==> src/rtl/beat_rate_ctrl.sv <==
// Heart-rate measurement front end: input conditioning, gated beat count, bpm conversion and alarm.
// Optional BPM_AVG_EN: each capture is averaged with the previous one.
module beat_rate_ctrl #(
  parameter int TICK_DIV = 1_000_000,
  parameter int WINDOW_S = 15,
  parameter int SCALE    = 4,
  parameter int DEB_CYC  = 1000
) (
  input  logic       clk,
  input  logic       rst_n,
  input  logic       start,
  input  logic       cls,
  input  logic       pulse_in,
  input  logic [7:0] set_pulso,
  output logic [7:0] bpm,
  output logic       bpm_valid,
  output logic       alarm,
  output logic       en_count,
  output logic       en_cap,
  output logic       clear,
  output logic       busy
);

  localparam int TW = (TICK_DIV > 1) ? $clog2(TICK_DIV) : 1;
  localparam int SW = (WINDOW_S > 1) ? $clog2(WINDOW_S) : 1;
  localparam int DW = (DEB_CYC > 1) ? $clog2(DEB_CYC) : 1;

  typedef enum logic [1:0] {
    S_IDLE    = 2'd0,
    S_CLEAR   = 2'd1,
    S_COUNT   = 2'd2,
    S_CAPTURE = 2'd3
  } state_e;

  logic [1:0]    start_sync_q, cls_sync_q, pulse_sync_q;
  logic          start_prev_q;
  logic          lvl_q, lvl_d, lvl_prev_q;
  logic [DW-1:0] deb_cnt_q, deb_cnt_d;
  state_e        state_q, state_d;
  logic [7:0]    beat_cnt_q, beat_cnt_d;
  logic [TW-1:0] tick_q, tick_d;
  logic [SW-1:0] sec_q, sec_d;
  logic [7:0]    bpm_q, bpm_d;
  logic          bpm_valid_q, bpm_valid_d;
  logic          alarm_q, alarm_d;
  logic          en_count_q, en_cap_q, clear_q, busy_q;

  logic          start_s, cls_s, pulse_s, start_rise_s, beat_s;
  logic [31:0]   prod_s;
  logic [7:0]    raw_s, cap_s;

  assign start_s      = start_sync_q[1];
  assign cls_s        = cls_sync_q[1];
  assign pulse_s      = pulse_sync_q[1];
  assign start_rise_s = start_s & ~start_prev_q;
  assign beat_s       = lvl_q & ~lvl_prev_q;

  // Input synchronizers and edge-detect history.
  always_ff @(posedge clk or negedge rst_n) begin
    if (!rst_n) begin
      start_sync_q <= 2'b00;
      cls_sync_q   <= 2'b00;
      pulse_sync_q <= 2'b00;
      start_prev_q <= 1'b0;
      lvl_prev_q   <= 1'b0;
    end else begin
      start_sync_q <= {start_sync_q[0], start};
      cls_sync_q   <= {cls_sync_q[0], cls};
      pulse_sync_q <= {pulse_sync_q[0], pulse_in};
      start_prev_q <= start_s;
      lvl_prev_q   <= lvl_q;
    end
  end

  // Debounce: the level follows the input only after DEB_CYC consecutive differing cycles.
  always_comb begin
    lvl_d     = lvl_q;
    deb_cnt_d = '0;
    if (pulse_s != lvl_q) begin
      if (deb_cnt_q == DW'(DEB_CYC - 1)) begin
        lvl_d     = pulse_s;
        deb_cnt_d = '0;
      end else begin
        deb_cnt_d = deb_cnt_q + DW'(1);
      end
    end else begin
      deb_cnt_d = '0;
    end
  end

  // Full-width product so large counts saturate instead of wrapping.
  assign prod_s = 32'(beat_cnt_q) * 32'(SCALE);
  assign raw_s  = (prod_s > 32'd255) ? 8'hFF : prod_s[7:0];

`ifdef BPM_AVG_EN
  // bpm_valid marks whether a previous capture exists to average with.
  assign cap_s = bpm_valid_q ? 8'(({1'b0, bpm_q} + {1'b0, raw_s} + 9'd1) >> 1) : raw_s;
`else
  assign cap_s = raw_s;
`endif

  // Next-state, counters and result logic.
  always_comb begin
    state_d     = state_q;
    beat_cnt_d  = beat_cnt_q;
    tick_d      = tick_q;
    sec_d       = sec_q;
    bpm_d       = bpm_q;
    bpm_valid_d = bpm_valid_q;
    alarm_d     = alarm_q;
    case (state_q)
      S_IDLE: begin
        if (start_rise_s) begin
          state_d = S_CLEAR;
        end else begin
          state_d = S_IDLE;
        end
      end
      S_CLEAR: begin
        beat_cnt_d = 8'd0;
        tick_d     = '0;
        sec_d      = '0;
        state_d    = S_COUNT;
      end
      S_COUNT: begin
        if (beat_s && (beat_cnt_q != 8'hFF)) begin
          beat_cnt_d = beat_cnt_q + 8'd1;
        end else begin
          beat_cnt_d = beat_cnt_q;
        end
        if (tick_q == TW'(TICK_DIV - 1)) begin
          tick_d = '0;
          if (sec_q == SW'(WINDOW_S - 1)) begin
            sec_d   = '0;
            state_d = S_CAPTURE;
          end else begin
            sec_d = sec_q + SW'(1);
          end
        end else begin
          tick_d = tick_q + TW'(1);
        end
      end
      S_CAPTURE: begin
        bpm_d       = cap_s;
        bpm_valid_d = 1'b1;
        alarm_d     = (cap_s > set_pulso);
        state_d     = S_CLEAR;
      end
      default: begin
        state_d = S_IDLE;
      end
    endcase
    // Abort wins over everything, including a capture in progress.
    if (cls_s) begin
      state_d     = S_IDLE;
      bpm_d       = 8'd0;
      bpm_valid_d = 1'b0;
      alarm_d     = 1'b0;
    end else begin
      state_d = state_d;
    end
  end

  // State, counters, results and status flags (flags decoded from next state so they align with state_q).
  always_ff @(posedge clk or negedge rst_n) begin
    if (!rst_n) begin
      lvl_q       <= 1'b0;
      deb_cnt_q   <= '0;
      state_q     <= S_IDLE;
      beat_cnt_q  <= 8'd0;
      tick_q      <= '0;
      sec_q       <= '0;
      bpm_q       <= 8'd0;
      bpm_valid_q <= 1'b0;
      alarm_q     <= 1'b0;
      en_count_q  <= 1'b0;
      en_cap_q    <= 1'b0;
      clear_q     <= 1'b0;
      busy_q      <= 1'b0;
    end else begin
      lvl_q       <= lvl_d;
      deb_cnt_q   <= deb_cnt_d;
      state_q     <= state_d;
      beat_cnt_q  <= beat_cnt_d;
      tick_q      <= tick_d;
      sec_q       <= sec_d;
      bpm_q       <= bpm_d;
      bpm_valid_q <= bpm_valid_d;
      alarm_q     <= alarm_d;
      en_count_q  <= (state_d == S_COUNT);
      en_cap_q    <= (state_d == S_CAPTURE);
      clear_q     <= (state_d == S_CLEAR);
      busy_q      <= (state_d != S_IDLE);
    end
  end

  assign bpm       = bpm_q;
  assign bpm_valid = bpm_valid_q;
  assign alarm     = alarm_q;
  assign en_count  = en_count_q;
  assign en_cap    = en_cap_q;
  assign clear     = clear_q;
  assign busy      = busy_q;

endmodule

==> config.mk <==
export PLATFORM = sky130hd
export DESIGN_NAME = beat_rate_ctrl
export DESIGN_NICKNAME = d
export VERILOG_FILES = /design/src/rtl/beat_rate_ctrl.sv
export SDC_FILE = /design/constraint.sdc
export NUM_CORES = 1
export LEC_CHECK = 0
export ABC_CLOCK_PERIOD_IN_PS = 4000
export CAP_MARGIN = 5
export CORE_MARGIN = 4
export CORE_UTILIZATION = 46
export CTS_BUF_LIST = sky130_fd_sc_hd__clkbuf_8
export DETAILED_ROUTE_END_ITERATION = 10
export PLACE_DENSITY = 0.65
export SETUP_SLACK_MARGIN = 0.15
export SLEW_MARGIN = 20
export SYNTH_ARGS = -nofsm -noshare
export SYNTH_HDL_FRONTEND = slang
export SYNTH_SLANG_ARGS = --single-unit
==> constraint.sdc <==
create_clock -name clk -period 4 [get_ports clk]
set_input_delay 0.8 -clock clk [delete_from_list [all_inputs] [get_ports clk]]
set_output_delay 0.8 -clock clk [all_outputs]
set_load 0.01 [all_outputs]
==> metrics.md <==
| Metric | Value |
|---|---|
| Synth Net Count | 358 |
| Net Switching | 452 µW |
| Finished Layout Cells | 461 |
| Num CTS Buffers | 9 |
| Synthesized area | 0.00333 mm² |
| Initial DRT Pass Iterations | 4 |
| Post-CTS setup buffer count | 0 |
| Final Hold Fails | 0 |
| Crit path capture | tick_q[16] |
| Seq/Total Area, Yosys | 49.6% |
| Hold buffer count at CTS | 0 |
| Row count | 30 |
| Top Ports | 27 |
| YS warnings | 0 |
| Final count of negative-setup-slack endpoints | 0 |
| DRC | 0 |
| Initial core utilization | 48.2% |
| Post-Syn Instances | 330 |
| Worst hold path type | flop to flop |
| Root buffer cell | clkbuf_8 |
| Maximum vdd drop | 0.250 mV |
| Clock Power Share | 38.2% |
| Slowest CP cell | nor4_1 |
| Final core utilization | 56.4% |
| Commonest non-fill, non-tap cell in the layout | dfrtp_1 |
| Flop pwr share | 44.3% |
| Die area | 0.00866 mm² |
| Post-DP HPWL | 4560 µm |
| Avg Inst Size Synth | 10.1 µm² |
| Crit end category | flop |
| Global-route wire length before repair | 11,300 µm |
| # diodes | 0 |
| Commonest cells after routing, fill and taps aside | dfrtp_1 (66), nor2_1 (44), clkdlybuf4s50_1 (25) |
| Violation count after the first detailed-route iteration | 136 |
| Reg-to-reg critical path endpoint | tick_q[16] |
| Layout cells sized above 1 | 8.77% |
| PwrDens | 415 mW/mm² |
| Internal | 1.16 mW |
| Fraction of registers with async set/reset | 100% |
| Ys flop type | dfrtp_1 |
| Most common cell type on the critical path | nand3_1 |
| CP Launch Type | flop |
| Worst Setup SP | state_q[0] |
| Crit path max fanout | 13 |
| Leak | 1.78 nW |
| Period utilization | 56.6% |
| #FFs+latches synth | 66 |
| Tmin final | 2260 ps |
| Synth cell types | 53 |
| Die Height | 93.0 µm |
| CTS resizes | 0 |
| Max transition margin | 54.7% |
| Layout area overhead | 17.0% |
| Fin nets | 388 |
| Clk slew on worst S/H paths | 80 ps |
| Drt wl/cell | 14.3 µm |
| Die X | 93.0 µm |
| Routed Antenna Nets | 0 |
| Post-synth EDFFs | 0 |
| Tot GR Track Use | 16.4% |
| Sw frac | 28.0% |
| Worst r2r src | state_q[0] |
| Placed insts | 445 |
| Drt total wl | 6580 µm |
| H-tree depth | 3 |
| CP Data Arrival Time | 2470 ps |
| Final Max Tran Viols | 0 |
| Initial antenna violation count | 0 |
| Flop2flop setup slack | 1740 ps |
| Vias | 2,468 |
| CP peak stage delay | 550 ps |
| Core ar. | 0.00691 mm² |
| Setup TNS | 0 ps |
| Worst-path cell chain | inv_1 -> ha_1 -> nand3_1 -> nor4_1 -> nand3_1 -> xor2_1 -> nor2_1 |
| Max Cap Viol | 0 |
| Vias per cell | 5.35 |
| Outcome | complete, no violations |
| RSZ-0062 raised after global routing | no |
| Required time of the critical path | 4210 ps |
| CTS tree | yes |
| Vias in the first global route | 2,364 |
| Worst-margin pin slew | 674 ps |
| Combinational Power Share | 17.5% |
| CTS Sinks | 66 |
| Largest net degree at the start of global routing | 51 |
| Worst-Skew Late Latency | 350 ps |
| IO buf count | 26 |
| Depth of the worst register-to-register path | 7 |
| GP Congestion | 0.871 |
| Setup CP Type | flop to flop |
| CTS max path bufs | 2 |
| Clock Skew | 14.9 ps |
| Max Freq | 442 MHz |
| GR Overflow Total | 0 |
[per-layer routing]
metal	global-route usage (%)	wire length, µm	up-vias
met1	23.8	3390	1181
met5	0	0	-
li1	-	-	1235
met2	24.4	2920	49
met4	4.03	24	0
met3	4.75	251	3
[worst min-delay path by stage]
stage / cells after the start / start / slack (ps) / to
floorplan: 0 / cls_sync_q[0] / 330 / cls_sync_q[1]
global placement: 0 / start_sync_q[0] / 330 / start_sync_q[1]
detailed placement: 0 / start_sync_q[0] / 340 / start_sync_q[1]
CTS: 0 / start_sync_q[0] / 350 / start_sync_q[1]
global route: 0 / start_sync_q[0] / 370 / start_sync_q[1]
finish: 0 / cls_sync_q[0] / 350 / cls_sync_q[1]
[metrics by stage]
stage          hold slack [ps]  area [µm²]  total power, mW  worst slack, ps
2_1_floorplan              331        3330            0.908             1960
3_3_place_gp               333        3670             1.01             1520
3_5_place_dp               338        3670             1.01             1490
4_1_cts                    352        3890             1.63             1750
5_1_grt                    367        3890             1.70             1580
6_report                   352        3890             1.61             1740
[layout make-up]
class | count | area [µm²]
fillers | 626 | 3010
flip-flops and latches | 66 | 1650
multi-input cells | 235 | 1560
repair buffers | 27 | 265
clock buffers | 10 | 138
well taps | 96 | 120
clock inverters | 6 | 81.3
inverters | 21 | 78.8
[cell families (layout without fill, tap and decap cells)]
group	Yosys count	after routing	share of synthesized area, %
buffers and inverters	29	64	3.53
xor gates and xnor gates	20	20	5.27
adders and majority gates	15	15	5.64
AOI/OAI and AO/OA	45	45	10.0
and+or+nand+nor	144	144	22.5
DFF	66	66	49.6
muxes	11	11	3.38
[flip-flops by register name (all words and copies together) (netlist names), 2 cells and up]
register,count
state_q,2
sec_q,4
bpm,7
deb_cnt_q,10
tick_q,20
start_sync_q,2
pulse_sync_q,2
beat_cnt_q,8
cls_sync_q,2
[critical path: cells and delay by family (launching register included)]
| kind | cells | cell delay (ps) |
|---|---|---|
| simple gates | 4 | 950 |
| fa+ha+maj | 1 | 530 |
| flops | 1 | 400 |
| xor+xnor | 1 | 170 |
| buf+inv | 1 | 80 |
[Yosys cell counts (2+ instances only)]
| library cell | instances | share of area, % |
|---|---|---|
| dfrtp_1 | 66 | 50 |
| nor2_1 | 44 | 5.0 |
| inv_1 | 20 | 2.3 |
| nand2_1 | 20 | 2.3 |
| nand3_1 | 19 | 2.9 |
| ha_1 | 15 | 5.6 |
| xnor2_1 | 15 | 3.9 |
| o21ai_0 | 12 | 1.8 |
| mux2i_1 | 9 | 2.7 |
| nor3_1 | 9 | 1.4 |
| nand4_1 | 8 | 1.5 |
| or3_1 | 7 | 1.3 |
| and3_1 | 6 | 1.1 |
| nor4_1 | 6 | 1.1 |
| and2_1 | 5 | 0.94 |
| xor2_1 | 5 | 1.3 |
| a21oi_1 | 4 | 0.60 |
| a22o_1 | 4 | 1.1 |
| clkbuf_1 | 4 | 0.45 |
| o31ai_1 | 4 | 0.90 |
| a221oi_1 | 3 | 0.79 |
| o211ai_1 | 3 | 0.68 |
| a211oi_1 | 2 | 0.45 |
| a21o_1 | 2 | 0.45 |
| and3_2 | 2 | 0.45 |
| and3b_1 | 2 | 0.53 |
| and4_4 | 2 | 0.68 |
| buf_4 | 2 | 0.45 |
| mux2_2 | 2 | 0.68 |
| nand2b_1 | 2 | 0.38 |
| nor2b_1 | 2 | 0.38 |
| o2bb2ai_1 | 2 | 0.53 |
| o41ai_1 | 2 | 0.53 |
[power groups by stage]
stage / sequential [mW] / combinational, mW / clock (mW)
2_1_floorplan: 0.731 / 0.177 / 0
3_3_place_gp: 0.727 / 0.286 / 0
3_5_place_dp: 0.729 / 0.285 / 0
4_1_cts: 0.715 / 0.286 / 0.632
5_1_grt: 0.719 / 0.317 / 0.660
6_report: 0.715 / 0.283 / 0.616
No activity file was read; power rests on OpenSTA's default activity.
